==> src/rtl/rx_control.sv <==
// rtl/rx_control.sv - UART receiver: 8N1 frames (8E1 when RX_PARITY_EN is defined) to a valid/ready byte port.
// Optional feature macro: RX_PARITY_EN.
module rx_control #(
   parameter int CLK_FREQ = 100000000,
   parameter int BAUD     = 9600
) (
   input  logic       clk,
   input  logic       rst,
   input  logic       uart_rx,
   input  logic       rx_rdy,
   output logic [7:0] rx_data,
   output logic       rx_vld,
   output logic       rx_busy,
   output logic       rx_frame_err,
   output logic       rx_overrun,
   output logic       rx_parity_err
);

   localparam int DIV  = CLK_FREQ / BAUD;
   localparam int HALF = DIV / 2;
   localparam logic [15:0] DIV_M1  = 16'(DIV - 1);
   localparam logic [15:0] HALF_M1 = 16'(HALF - 1);

`ifdef RX_PARITY_EN
   typedef enum logic [2:0] {S_IDLE, S_START, S_DATA, S_PARITY, S_STOP} state_t;
`else
   typedef enum logic [2:0] {S_IDLE, S_START, S_DATA, S_STOP} state_t;
`endif

   state_t      state_q, state_d;
   logic        meta_q, rxs_q, rxs_prev_q;
   logic [15:0] cnt_q, cnt_d;
   logic [2:0]  bit_idx_q, bit_idx_d;
   logic [7:0]  shift_q, shift_d;
   logic [7:0]  data_q, data_d;
   logic        vld_q, vld_d;
   logic        ferr_q, ferr_d;
   logic        ovr_q, ovr_d;
   logic        restart;
`ifdef RX_PARITY_EN
   logic        par_bad_q, par_bad_d;
   logic        perr_q, perr_d;
`endif

   always_comb begin
      state_d   = state_q;
      bit_idx_d = bit_idx_q;
      shift_d   = shift_q;
      data_d    = data_q;
      vld_d     = vld_q && !rx_rdy;
      ferr_d    = 1'b0;
      ovr_d     = 1'b0;
      restart   = 1'b0;
`ifdef RX_PARITY_EN
      par_bad_d = par_bad_q;
      perr_d    = 1'b0;
`endif
      case (state_q)
         S_IDLE: begin
            if (rxs_prev_q && !rxs_q) state_d = S_START;
         end
         S_START: begin
            if (cnt_q == HALF_M1) begin
               state_d   = rxs_q ? S_IDLE : S_DATA;
               bit_idx_d = 3'd0;
            end
         end
         S_DATA: begin
            // Each data bit restarts the bit timer without leaving the state.
            if (cnt_q == DIV_M1) begin
               shift_d   = {rxs_q, shift_q[7:1]};
               bit_idx_d = bit_idx_q + 3'd1;
               restart   = 1'b1;
               if (bit_idx_q == 3'd7) begin
`ifdef RX_PARITY_EN
                  state_d = S_PARITY;
`else
                  state_d = S_STOP;
`endif
               end
            end
         end
`ifdef RX_PARITY_EN
         S_PARITY: begin
            if (cnt_q == DIV_M1) begin
               par_bad_d = rxs_q ^ (^shift_q);
               state_d   = S_STOP;
            end
         end
`endif
         S_STOP: begin
            // Leave at mid-stop so a directly following start edge is seen.
            if (cnt_q == DIV_M1) begin
               state_d = S_IDLE;
               if (!rxs_q) begin
                  ferr_d = 1'b1;
`ifdef RX_PARITY_EN
               end else if (par_bad_q) begin
                  perr_d = 1'b1;
`endif
               end else if (vld_q && !rx_rdy) begin
                  ovr_d = 1'b1;
               end else begin
                  data_d = shift_q;
                  vld_d  = 1'b1;
               end
            end
         end
         default: state_d = S_IDLE;
      endcase
      cnt_d = ((state_d != state_q) || restart) ? 16'd0 : cnt_q + 16'd1;
   end

   always_ff @(posedge clk or posedge rst) begin
      if (rst) begin
         meta_q     <= 1'b1;
         rxs_q      <= 1'b1;
         rxs_prev_q <= 1'b1;
         state_q    <= S_IDLE;
         cnt_q      <= 16'd0;
         bit_idx_q  <= 3'd0;
         shift_q    <= 8'h00;
         data_q     <= 8'h00;
         vld_q      <= 1'b0;
         ferr_q     <= 1'b0;
         ovr_q      <= 1'b0;
`ifdef RX_PARITY_EN
         par_bad_q  <= 1'b0;
         perr_q     <= 1'b0;
`endif
      end else begin
         meta_q     <= uart_rx;
         rxs_q      <= meta_q;
         rxs_prev_q <= rxs_q;
         state_q    <= state_d;
         cnt_q      <= cnt_d;
         bit_idx_q  <= bit_idx_d;
         shift_q    <= shift_d;
         data_q     <= data_d;
         vld_q      <= vld_d;
         ferr_q     <= ferr_d;
         ovr_q      <= ovr_d;
`ifdef RX_PARITY_EN
         par_bad_q  <= par_bad_d;
         perr_q     <= perr_d;
`endif
      end
   end

   assign rx_data      = data_q;
   assign rx_vld       = vld_q;
   assign rx_busy      = (state_q != S_IDLE);
   assign rx_frame_err = ferr_q;
   assign rx_overrun   = ovr_q;
`ifdef RX_PARITY_EN
   assign rx_parity_err = perr_q;
`else
   assign rx_parity_err = 1'b0;
`endif

endmodule

==> config.mk <==
export PLATFORM = sky130hd
export DESIGN_NAME = rx_control
export DESIGN_NICKNAME = d
export VERILOG_FILES = /design/src/rtl/rx_control.sv
export SDC_FILE = /design/constraint.sdc
export NUM_CORES = 1
export LEC_CHECK = 0
export ABC_AREA = 0
export ABC_CLOCK_PERIOD_IN_PS = 2200
export CAP_MARGIN = 20
export CORE_MARGIN = 2
export CORE_UTILIZATION = 55
export CTS_CLUSTER_SIZE = 16
export DETAILED_ROUTE_END_ITERATION = 8
export DONT_BUFFER_PORTS = 1
export PLACE_DENSITY = 0.7
export SYNTH_ARGS = -nofsm -noshare
export SYNTH_HDL_FRONTEND = slang
export SYNTH_SLANG_ARGS = --single-unit
==> constraint.sdc <==
create_clock -name clk -period 2.2 [get_ports clk]
set_input_delay 0.22 -clock clk [delete_from_list [all_inputs] [get_ports clk]]
set_output_delay 0.22 -clock clk [all_outputs]
set_load 0.05 [all_outputs]
# Word level (Yosys, flattened, before mapping)
# Cells that the tools add are included.
# totals
register_bits,44
mem_bits_rw,0
memories,0
latchBits,0
inputBits,4
rom_bits,0
# classes
multipliers,0
div_mod_pow,0
n_lt_le_gt_ge,0
n_mux,23
addsub,2
n_eq_ne,9
reduce_logical,11
bitwise_logic,1
shift,0
# ops
op,n
two-way mux 3 bit,7
adder 16 x 1 -> 16 bit (second input constant),1
equality test 16 x 13 -> 1 bit (second input constant),1
equality test 16 x 14 -> 1 bit (second input constant),1
two-way mux 16 bit,1
two-way mux 1 bit,12
case mux 3 bit (4 select lines),1
equality test 3 x 2 -> 1 bit (second input constant),2
case mux 3 bit (2 select lines),1
!= test 2 bit (second input constant),2
AND reduction 4 bit,1
adder 3 x 1 -> 3 bit (second input constant),1
equality test 3 x 1 -> 1 bit (second input constant),1
equality test 3 bit (second input constant),1
logical NOT 3 bit,1
!= test 3 bit,1
AND reduction 3 bit,1
nonzero test 3 bit,1
logical AND 1 bit,2
logical NOT 1 bit,2
two-way mux 2 bit,1
AND reduction 2 bit,1
nonzero test 2 bit,1
logical OR 1 bit,1
inverter 1 bit,1

# Logic depth before layout (Yosys ltp)
# Gate-level depths: netlist of run 1.
# logic_depth
depth_word,7
mapped_depth,8
mapped_depth_nobuf,6

# Worst setup path after synthesis of run 1
# OpenSTA, ideal clock, no wires.
# synth_path
path_type,register to register
startpoint,reg cnt_q[0]
endpoint,reg cnt_q[10]
required_ns,2.105
stages_incl_launch_ff,9
t_arrival_ns,1.806
path_buffers,2
slack_ns,0.299
setup_ns,0.095
path_cell_list,dfrtp_1 ha_1 and3_4 buf_6 and4_4 o22a_1 a21boi_4 buf_6 nor4_4
# synth_via
elab_chain_cells,6
# synth_lines
element,line,text
start: declaration,32,"logic [15:0] cnt_q, cnt_d;"
start signal: assignment,136,cnt_q <= cnt_d;
equality test 16 x 14 -> 1 bit / equality test 16 x 13 -> 1 bit (equally long branches),"70, 93, 63",
"two-way mux 3 bit, on equally long branches","93, 63, 70",
case mux 3 bit (4 select lines),58,case (state_q)
!= test 3 bit,111,cnt_d = ((state_d != state_q) || restart) ? 16'd0 : cnt_q + 16'd1;
logical OR 1 bit,111,
two-way mux 16 bit *,111,
named net cnt_d[10],32,
# The timed path passes the listed nets; every way through them passes the cells marked *.
# A chain may end at the register's enable or synchronous reset.

# Worst setup path after layout of run 1
# layout_path
startpoint,reg cnt_q[0]
endpoint,reg cnt_q[1]
# The elaborated chain is that of the path after synthesis.

==> flow_summary.toml, run 1 <==
[yosys]
syn_area_mm2 = 0.00205
synthArstFlopShare = 1.00
syn_inst = 162
synth.distinct_cells = 37
synth_area_per_cell_um2 = 12.6
synth-main-ff-cell = "dfrtp_1"
ys_seq_area_frac = 0.540
synth_edf_count = 0
ys_warn_count = 0
synth-seq-cells = 44

[final_layout]
final_common_cell = "dfrtp_1"
nFillCells = 281
multi_input_area_um2 = 893
drive_above_1_share = 0.260
fin_util = 0.619
nets = 179
layout-area-overhead-vs-synth_pct = 9.05
register_area_mm2 = 0.00110
diodes = 0
final_cell_mix = "41 x dfrtp_1, 17 x mux2_2, 11 x nor2_1"

[power]
ir_drop_uv = 445
p_per_area_mw_per_mm2 = 625
p_leak_nw = 0.996
total_power_w = 0.00139

[setup_path]
cp-start-kind = "flip-flop"
arrival_ns = 2.18
crit_chain = "ha_1 -> and3_4 -> and4_4 -> o22a_1 -> a21boi_4 -> buf_12 -> nor4b_1"
crit_path_max_fanout = 16
critPathRequiredTime_ns = 2.39
path_class = "reg -> reg"
crit_path_end_kind = "flip-flop"
slowest_stage = "dfrtp_1"
slowest_delay_ns = 0.42
cp_num_buf_inv = 1
cp_top_family = "simple AND/OR/NAND/NOR gates"

[grt]
grt_pass1_wl_um = 6130
grt_util_all_layers = 0.195
grt_pass1_vias = 1298
grt_max_degree = 40
overflow = 0
antenna_found_initial = 0

[status]
status = "finished clean"

[floorplan]
die_w_um = 65.0
rows = 22
core_mm2 = 0.00361
die-area_mm2 = 0.00423
io_pins = 17
die_h_um = 65.0
start_util = 0.568

[timing]
hold_viol = 0
fin_skew_ns = 0.00949
setup_viol = 0
final.min_clock_period_ns = 2.00
finalCritPeriodShare = 0.907
totalNegativeSetupSlack_ns = 0
rsz0062_at_grt = "false"
slew_violations = 0
fmax_ghz = 0.501

[placement]
port_buffers = 0
place_congestion = 0.813
hpwl_um = 2520

[detailed_routing]
drtAntennaViolNets = 0
vias = 1264
drc_errors = 0
routed_via_density = 5.72
wirelength_um = 3530
firstDrtPassIters = 4
drt_iter0_markers = 45
routedWlPerCell_um = 16.0

[clock_network]
cts_buffer_depth = 2
clock-root-buffer = "clkbuf_8"
clk_latency_ns = 0.29
cts_tree = "done"
htree_levels = 2
clock_sinks = 44
cts.clk_slew.worst_paths_ns = 0.08
cts_buffers = 5

[run]
drv_cap = 0

[min_path]
hp-class = "in -> reg"
## path summary, 6_finish.rpt
kind,slack [ns],cells past startpoint,from,to
max,0.20,7,cnt_q[0],cnt_q[1]
min,0.15,2,rx_rdy,rx_vld
max reg2reg,0.20,7,cnt_q[0],cnt_q[1]
min reg2reg,0.36,0,meta_q,rxs_q
max in group asynchronous,1.18,3,rst,meta_q
min in group asynchronous,0.27,2,rst,rx_data[2]
## area by class of cell
| cell class | instances | area share |
|---|---|---|
| multi-input combinational | 111 | 0.400 |
| tap | 48 | 0.0269 |
| sequential | 44 | 0.495 |
| timing repair buffer | 9 | 0.0381 |
| clock inverter | 2 | 0.00561 |
| clock buffer | 6 | 0.0325 |
| inverter | 1 | 0.00168 |
## report_power, final
part / total (W) / internal, W / leakage, nW / switching (W)
clock network: 0.000484 / 0.000222 / 0.0412 / 0.000263
registers: 0.000832 / 0.000820 / 0.600 / 0.0000115
logic: 0.0000789 / 0.0000268 / 0.355 / 0.0000521
## kinds of logic after synthesis
group / Yosys count / synth area share
muxes: 17 / 0.0935
other: 1 / 0.00183
DFF: 44 / 0.540
AOI/OAI and AO/OA: 6 / 0.0293
buffers and inverters: 8 / 0.0263
xor gates and xnor gates: 14 / 0.0599
adders and majority gates: 3 / 0.0183
and+or+nand+nor: 69 / 0.231
## synthesized netlist by cell type (2+ instances only)
| master | n | area share |
|---|---|---|
| dfrtp_1 | 41 | 0.50 |
| mux2_2 | 17 | 0.094 |
| nor2_1 | 11 | 0.020 |
| nand3_1 | 9 | 0.022 |
| xor2_1 | 8 | 0.034 |
| nand2_1 | 7 | 0.013 |
| nor3_1 | 6 | 0.015 |
| xnor2_1 | 6 | 0.026 |
| and4_1 | 5 | 0.021 |
| nor4_1 | 5 | 0.015 |
| nand4_1 | 4 | 0.012 |
| nor4_2 | 4 | 0.024 |
| dfstp_2 | 3 | 0.039 |
| ha_1 | 3 | 0.018 |
| nor4b_1 | 3 | 0.013 |
| a22o_1 | 2 | 0.0086 |
| and4bb_1 | 2 | 0.012 |
| buf_4 | 2 | 0.0073 |
| buf_6 | 2 | 0.011 |
| clkbuf_1 | 2 | 0.0037 |
| nand2b_1 | 2 | 0.0061 |
| nor3b_1 | 2 | 0.0073 |
| nor4_4 | 2 | 0.021 |
## metrics by stage
stage | worst slack (ns) | area, µm² | cells | hold slack (ns)
2_1_floorplan | 0.299 | 2050 | 163 | 0.224
3_3_place_gp | 0.237 | 2130 | 211 | 0.0232
3_5_place_dp | 0.159 | 2130 | 211 | 0.0305
4_1_cts | 0.146 | 2230 | 221 | 0.143
5_1_grt | 0.0268 | 2230 | 221 | 0.161
6_report | 0.204 | 2230 | 221 | 0.154
## per-layer routing
layer / vias up / global-route usage / share of wire
li1: 604 / - / -
met1: 632 / 0.258 / 0.46
met2: 23 / 0.308 / 0.49
met3: 5 / 0.0573 / 0.043
met4: 0 / 0.0638 / 0.012
met5: - / 0 / 0
## sequential cells by signal, summed over array words and instances (netlist names), 3 cells and up
register	flops
rx_data	8
state_q	3
shift_q	8
bit_idx_q	3
cnt_q	16
## what timing repair did
item | 4_1_cts | 5_1_grt
gates resized for setup | 0 | 1
endpoints found under the hold margin | 6 | 0
buffers inserted | 0 | 0
hold buffers | 2 | 0
setup endpoints to repair | 0 | 2
No activity file was read; power rests on OpenSTA's default activity.
==> run 2: changes to the inputs <==
Settings changed: SLEW_MARGIN set to 20.
==> results of run 2 <==
Same layout as run 1: the final DEF is identical, and so are final timing and power.
